===== src/rtl/tc2_ctrl.sv =====
// tc2_ctrl: round-robin sequencer in front of the L2 TLB cache. It serves up to NREQ miss
// ports through one L2 lookup port, launches page-table walks on miss, fills the L2 with
// walked entries and serialises invalidations against fills.
// Latency: hit -> req_ack 2 cycles after the request is sampled; miss -> req_ack 2 cycles
// after ptw_done (1 cycle on fault); invalidate -> inv_ack 1 cycle after inv_req is sampled.
// Backpressure: requesters and the invalidator hold their request until acked; one
// transaction is in flight at a time, and a pending invalidate waits for IDLE.
//
// Ports: clk/reset (sync, active-high); req_* requester side (flattened per-port slices);
// tc_* L2 lookup (registered address, combinational result); ptw_* walker handshake;
// wr_* L2 fill and invalidate strobes; inv_* invalidate request side.

module tc2_ctrl #(
    parameter  int VA_SZ = 64,
    parameter  int NPHYS = 56,
    parameter  int NREQ  = 3,
    localparam int IW    = $clog2(NREQ),
    localparam int VW    = VA_SZ - 12,
    localparam int PW    = NPHYS - 12
) (
    input  logic               clk,
    input  logic               reset,
    // requesters
    input  logic [NREQ-1:0]    req_valid,
    input  logic [NREQ*VW-1:0] req_vaddr,
    input  logic [NREQ*16-1:0] req_asid,
    output logic [NREQ-1:0]    req_ack,
    output logic               rsp_fault,
    output logic [PW-1:0]      rsp_paddr,
    output logic [6:0]         rsp_gaduwrx,
    output logic [3:0]         rsp_pgsz,
    // L2 lookup
    output logic [VW-1:0]      tc_vaddr,
    output logic [15:0]        tc_asid,
    input  logic               tc_hit,
    input  logic [PW-1:0]      tc_paddr,
    input  logic [6:0]         tc_gaduwrx,
    input  logic [3:0]         tc_pgsz,
    // page-table walker
    output logic               ptw_req,
    output logic [VW-1:0]      ptw_vaddr,
    output logic [15:0]        ptw_asid,
    input  logic               ptw_done,
    input  logic               ptw_fault,
    input  logic [PW-1:0]      ptw_paddr,
    input  logic [6:0]         ptw_gaduwrx,
    input  logic [3:0]         ptw_pgsz,
    // L2 fill
    output logic               wr_entry,
    output logic [VW-1:0]      wr_vaddr,
    output logic [PW-1:0]      wr_paddr,
    output logic [15:0]        wr_asid,
    output logic [6:0]         wr_gaduwrx,
    output logic [3:0]         wr_pgsz,
    // invalidate
    input  logic               inv_req,
    input  logic               inv_addr_en,
    input  logic               inv_asid_en,
    input  logic               inv_unified,
    input  logic [VW-1:0]      inv_vaddr,
    input  logic [15:0]        inv_asid,
    output logic               inv_ack,
    output logic               wr_invalidate,
    output logic               wr_invalidate_addr,
    output logic               wr_invalidate_asid,
    output logic               wr_inv_unified,
    output logic [VW-1:0]      wr_inv_vaddr,
    output logic [15:0]        wr_inv_asid
);

    typedef enum logic [2:0] {
        S_IDLE,
        S_INV,
        S_LOOKUP,
        S_WALK,
        S_FILL,
        S_RESP
    } state_t;

    state_t          state_q,  state_d;
    logic [IW-1:0]   rr_ptr_q, rr_ptr_d;
    logic [IW-1:0]   id_q,     id_d;
    logic [VW-1:0]   vaddr_q,  vaddr_d;
    logic [15:0]     asid_q,   asid_d;
    logic [PW-1:0]   paddr_q,  paddr_d;
    logic [6:0]      gad_q,    gad_d;
    logic [3:0]      pgsz_q,   pgsz_d;
    logic            fault_q,  fault_d;

    // Round-robin pick: scan offsets from the far end down so the smallest offset from
    // rr_ptr (the first set bit at or after it, with wrap) is the last one written.
    logic            pick_vld;
    logic [IW-1:0]   pick_idx;
    logic [IW:0]     cand_sum;

    always_comb begin
        pick_vld = 1'b0;
        pick_idx = '0;
        cand_sum = '0;
        for (int k = NREQ - 1; k >= 0; k--) begin
            cand_sum = {1'b0, rr_ptr_q} + (IW+1)'(k);
            if (cand_sum >= (IW+1)'(NREQ)) begin
                cand_sum = cand_sum - (IW+1)'(NREQ);
            end
            if (req_valid[cand_sum[IW-1:0]]) begin
                pick_vld = 1'b1;
                pick_idx = cand_sum[IW-1:0];
            end
        end
    end

    // Next-state and datapath latches
    always_comb begin
        state_d  = state_q;
        rr_ptr_d = rr_ptr_q;
        id_d     = id_q;
        vaddr_d  = vaddr_q;
        asid_d   = asid_q;
        paddr_d  = paddr_q;
        gad_d    = gad_q;
        pgsz_d   = pgsz_q;
        fault_d  = fault_q;

        case (state_q)
            S_IDLE: begin
                if (inv_req) begin
                    state_d = S_INV;
                end else if (pick_vld) begin
                    id_d    = pick_idx;
                    vaddr_d = req_vaddr[int'(pick_idx)*VW +: VW];
                    asid_d  = req_asid[int'(pick_idx)*16 +: 16];
                    state_d = S_LOOKUP;
                end
            end
            S_INV: begin
                state_d = S_IDLE;
            end
            S_LOOKUP: begin
                if (tc_hit) begin
                    paddr_d = tc_paddr;
                    gad_d   = tc_gaduwrx;
                    pgsz_d  = tc_pgsz;
                    fault_d = 1'b0;
                    state_d = S_RESP;
                end else begin
                    state_d = S_WALK;
                end
            end
            S_WALK: begin
                if (ptw_done) begin
                    paddr_d = ptw_paddr;
                    gad_d   = ptw_gaduwrx;
                    pgsz_d  = ptw_pgsz;
                    fault_d = ptw_fault;
                    // faulting walks are reported but never written into the L2
                    state_d = ptw_fault ? S_RESP : S_FILL;
                end
            end
            S_FILL: begin
                state_d = S_RESP;
            end
            S_RESP: begin
                rr_ptr_d = (id_q == IW'(NREQ - 1)) ? '0 : id_q + 1'b1;
                state_d  = S_IDLE;
            end
            default: begin
                state_d = S_IDLE;
            end
        endcase
    end

    always_ff @(posedge clk) begin
        if (reset) begin
            state_q  <= S_IDLE;
            rr_ptr_q <= '0;
            id_q     <= '0;
            vaddr_q  <= '0;
            asid_q   <= '0;
            paddr_q  <= '0;
            gad_q    <= '0;
            pgsz_q   <= '0;
            fault_q  <= 1'b0;
        end else begin
            state_q  <= state_d;
            rr_ptr_q <= rr_ptr_d;
            id_q     <= id_d;
            vaddr_q  <= vaddr_d;
            asid_q   <= asid_d;
            paddr_q  <= paddr_d;
            gad_q    <= gad_d;
            pgsz_q   <= pgsz_d;
            fault_q  <= fault_d;
        end
    end

    // Strobes are decoded from state only, so fill (FILL) and invalidate (INV) are
    // mutually exclusive by construction.
    always_comb begin
        req_ack = '0;
        if (state_q == S_RESP) begin
            req_ack[id_q] = 1'b1;
        end
        ptw_req            = (state_q == S_WALK);
        wr_entry           = (state_q == S_FILL);
        inv_ack            = (state_q == S_INV);
        wr_invalidate      = (state_q == S_INV);
        wr_invalidate_addr = (state_q == S_INV) && inv_addr_en;
        wr_invalidate_asid = (state_q == S_INV) && inv_asid_en;
        wr_inv_unified     = (state_q == S_INV) && inv_unified;
        wr_inv_vaddr       = (state_q == S_INV) ? inv_vaddr : '0;
        wr_inv_asid        = (state_q == S_INV) ? inv_asid  : '0;
    end

    assign rsp_fault   = fault_q;
    assign rsp_paddr   = paddr_q;
    assign rsp_gaduwrx = gad_q;
    assign rsp_pgsz    = pgsz_q;

    assign tc_vaddr    = vaddr_q;
    assign tc_asid     = asid_q;
    assign ptw_vaddr   = vaddr_q;
    assign ptw_asid    = asid_q;

    assign wr_vaddr    = vaddr_q;
    assign wr_paddr    = paddr_q;
    assign wr_asid     = asid_q;
    assign wr_gaduwrx  = gad_q;
    assign wr_pgsz     = pgsz_q;

endmodule


===== config.mk =====
export PLATFORM = sky130hd
export DESIGN_NAME = tc2_ctrl
export DESIGN_NICKNAME = d
export VERILOG_FILES = /design/src/rtl/tc2_ctrl.sv
export SDC_FILE = /design/constraint.sdc
export NUM_CORES = 1
export LEC_CHECK = 0
export ABC_AREA = 0
export BUFFER_PORTS_ARGS = -buffer_cell sky130_fd_sc_hd__buf_2
export CAP_MARGIN = 5
export CORE_AREA = 3 3 307 309
export DETAILED_ROUTE_END_ITERATION = 12
export DIE_AREA = 0 0 310 312
export GPL_ROUTABILITY_DRIVEN = 0
export SLEW_MARGIN = 15
export SYNTH_ARGS = -nofsm -noshare
export SYNTH_HDL_FRONTEND = slang
export SYNTH_SLANG_ARGS = --single-unit

===== constraint.sdc =====
create_clock -name clk -period 3.08 [get_ports clk]
set_input_delay 0 -clock clk [delete_from_list [all_inputs] [get_ports clk]]
set_output_delay 0 -clock clk [all_outputs]
set_load 0.01 [all_outputs]

==> results.py <==
metrics = {
    "sta": {
        "tightestPinTransition_ns": 1.11,
        "setup_tns_ns": 0,
        "min_period_over_period_pct": 93.6,
        "fin_skew_ns": 0.0112,
        "rsz0062_at_grt": "false",
        "fmax_mhz": 347,
        "setup-violations-final": 0,
        "finalCriticalPeriod_ns": 2.88,
        "max-slew-margin-rel_pct": 26.0,
        "drv_slew": 0,
        "hold_violations": 0,
    },
    "floorplan": {
        "rows": 111,
        "design.portCount": 787,
        "core_area_um2": 91700,
        "die_w_um": 310,
        "die_area_um2": 96700,
        "start_util_pct": 9.99,
        "die_h_um": 312,
    },
    "synth": {
        "async_flop_share_pct": 0,
        "synth_edf_count": 0,
        "synth_area_leaders": "dfxtp_1 29%, buf_4 16%, nor2_1 11%, mux2_2 7.1%, mux2i_1 6.6%",
        "yosysTopAreaCell": "dfxtp_1",
        "synth.most_common_cell": "nor2_1",
        "ys_ff_latch": 131,
        "netlist_area_um2": 9160,
        "yosysSeqAreaShare_pct": 28.6,
        "ys.flop_type": "dfxtp_1",
        "netlist.area_leader.share_pct": 28.6,
        "synth_cell_type_count": 39,
        "syn_inst": 1118,
        "synth.top_cells.by_count": "270 x nor2_1, 194 x buf_4, 131 x dfxtp_1",
        "ys_warn_count": 0,
        "synth_nets": 1516,
        "avgSynthCellArea_um2": 8.19,
    },
    "final_layout": {
        "drive_gt1_share_pct": 47.7,
        "area_growth_pct": 85.5,
        "design_area_um2": 17000,
        "fin_cells": 3214,
        "final_nets": 2403,
    },
    "global_route": {
        "busiest_layer": "met2",
        "grt-ovfl-total": 0,
        "grt_pass1_vias": 11252,
        "grt_max_degree": 114,
        "grt_use_met2_pct": 19.0,
        "antenna_found_initial": 27,
        "grt_util_all_layers_pct": 11.9,
        "grt_pass1_wl_um": 80600,
        "use_met1_pct": 13.5,
        "global_route.usage.met3_pct": 5.60,
    },
    "clock_network": {
        "cts_made_buffers": 17,
        "clk_path_buf_depth": 2,
        "htreeDepth": 4,
        "clk_latency_ns": 0.48,
        "tritoncts": "done",
        "root_buffer": "clkbuf_16",
        "clk_transition_reported_paths_ns": 0.07,
        "clock-sinks": 131,
    },
    "detailed_routing": {
        "drt_iter0_markers": 749,
        "wl_um": 62000,
        "via_per_inst": 3.53,
        "drc_errors": 0,
        "antenna_left": 0,
        "num_vias": 11333,
        "wl_per_cell_um": 19.3,
        "first_pass_iters": 5,
    },
    "setup_path": {
        "worstPathArrival_ns": 3.28,
        "start_kind": "flip-flop",
        "max_stage_delay_ns": 0.56,
        "crit_family": "buffers and inverters",
        "cp_slowest_cell": "dlygate4sd3_1",
        "path_max_fanout": 17,
        "crit_path_cell_trace": "inv_1, ha_2, nor2b_1, o211ai_1, a21oi_4, buf_12, buf_4, nor2_1, mux2_1, dlygate4sd3_1, o32ai_2",
        "criticalPathCategory": "reg -> reg",
        "crit_required_ns": 3.48,
        "end_kind": "flip-flop",
        "crit_buf_inv": 4,
    },
    "place": {
        "dp_hpwl_um": 48600,
        "dp.cells": 2845,
        "postPlaceCellArea_um2": 13100,
        "io_buffers": 786,
    },
    "status": {
        "status": "complete, no violations",
    },
    "power": {
        "cellLeakagePower_nw": 8.04,
        "powerDensity_nw_per_um2": 389,
        "ir_drop_v": 0.000411,
    },
    "min_path": {
        "hold_class": "in -> reg",
    },
    "run": {
        "cap_violations": 0,
    },
}
==> report_power, final <==
group / internal, mW / switching (mW) / leakage (nW)
Sequential: 1.86 / 0.260 / 1.07
Combinational: 1.18 / 1.22 / 6.70
Clock: 1.20 / 0.899 / 0.274
Total: 4.24 / 2.37 / 8.04
==> sequential cells by signal (all words and copies together) (netlist names) <==
register and cells:
ptw_asid 16, rsp_fault 1, rsp_gaduwrx 7, rsp_paddr 44, state_q 3, rsp_pgsz 4
id_q 2, rr_ptr_q 2, ptw_vaddr 52
==> worst reg2reg max path, delay by kind of cell (launching register included) <==
family	cells	cell delay, ns
buffers and inverters	4	0.99
AOI/OAI and AO/OA	3	0.62
adders and majority gates	1	0.39
DFF	1	0.35
muxes	1	0.28
and+or+nand+nor	2	0.18
==> cells in the final DEF, fill, tap and decap left out, types with 4 or more instances in the layout <==
master	count
and2_1	71
mux2i_1	60
buf_2	786
a211oi_1	55
buf_12	8
dlygate4sd3_1	314
o21ai_0	4
dfxtp_1	130
inv_6	5
a21oi_1	4
o32ai_2	29
inv_1	72
diode_2	10
clkinvlp_4	4
nor2_1	270
buf_4	32
clkbuf_16	19
mux2_2	58
o32ai_1	39
mux2_1	10
==> repair_timing <==
action                                  CTS  global route
buffers inserted                          0            11
endpoints found under the setup margin    0             3
hold buffers                            314             0
hold endpoints to repair                130             0
gates resized for setup                   0             3
==> path summary, 6_finish.rpt <==
path                            depth (start not counted)  slack (ns)                    endpoint                  startpoint
worst max-delay path                                   11        0.20  ptw_vaddr[46]$_SDFFE_PP0P_    rr_ptr_q[0]$_SDFFE_PP0P_
worst min-delay path                                    4        0.05  ptw_vaddr[41]$_SDFFE_PP0P_               req_vaddr[93]
worst max register to register                         11        0.20  ptw_vaddr[46]$_SDFFE_PP0P_    rr_ptr_q[0]$_SDFFE_PP0P_
worst min register to register                          2        0.50  ptw_vaddr[28]$_SDFFE_PP0P_  ptw_vaddr[28]$_SDFFE_PP0P_
==> cells by family (layout without fill, tap and decap cells) <==
kind of cell    after synthesis  count (layout)  synth area share, %
fa+ha+maj                     4               4                0.547
compound gates              142             142                 15.0
simple gates                366             366                 17.7
buf+inv                     346            1246                 23.1
other cells                   0              10                    0
mux                         129             129                 15.1
flops                       131             131                 28.6
==> routing by layer <==
layer	routed length (um)	up-vias	share of wire (%)
met3	6790	114	11
li1	-	5332	-
met1	25300	5250	41
met5	113	-	0.18
met4	2370	18	3.8
met2	27400	619	44
==> through the flow <==
stage	hold WS, ns	util [%]	worst slack (ns)	total power, mW
CTS	0.0130	18.4	0.0333	6.70
finish	0.0533	18.5	0.196	6.61
global route	0.0741	18.5	0.0206	6.98
floorplan	0.118	-	0.684	3.33
global placement	0.222	14.3	0.370	4.18
detailed placement	0.235	14.3	0.276	4.19
==> final cells by class <==
type | count | area, um^2
Fill cell | 10011 | 74700
Timing Repair Buffer | 1142 | 7530
Multi-Input combinational cell | 641 | 4480
Sequential cell | 131 | 2620
Tap cell | 1186 | 1480
Clock buffer | 18 | 429
Inverter | 72 | 270
Clock inverter | 14 | 153
Antenna cell | 10 | 25.0
Power figures use the tool's default switching activity.
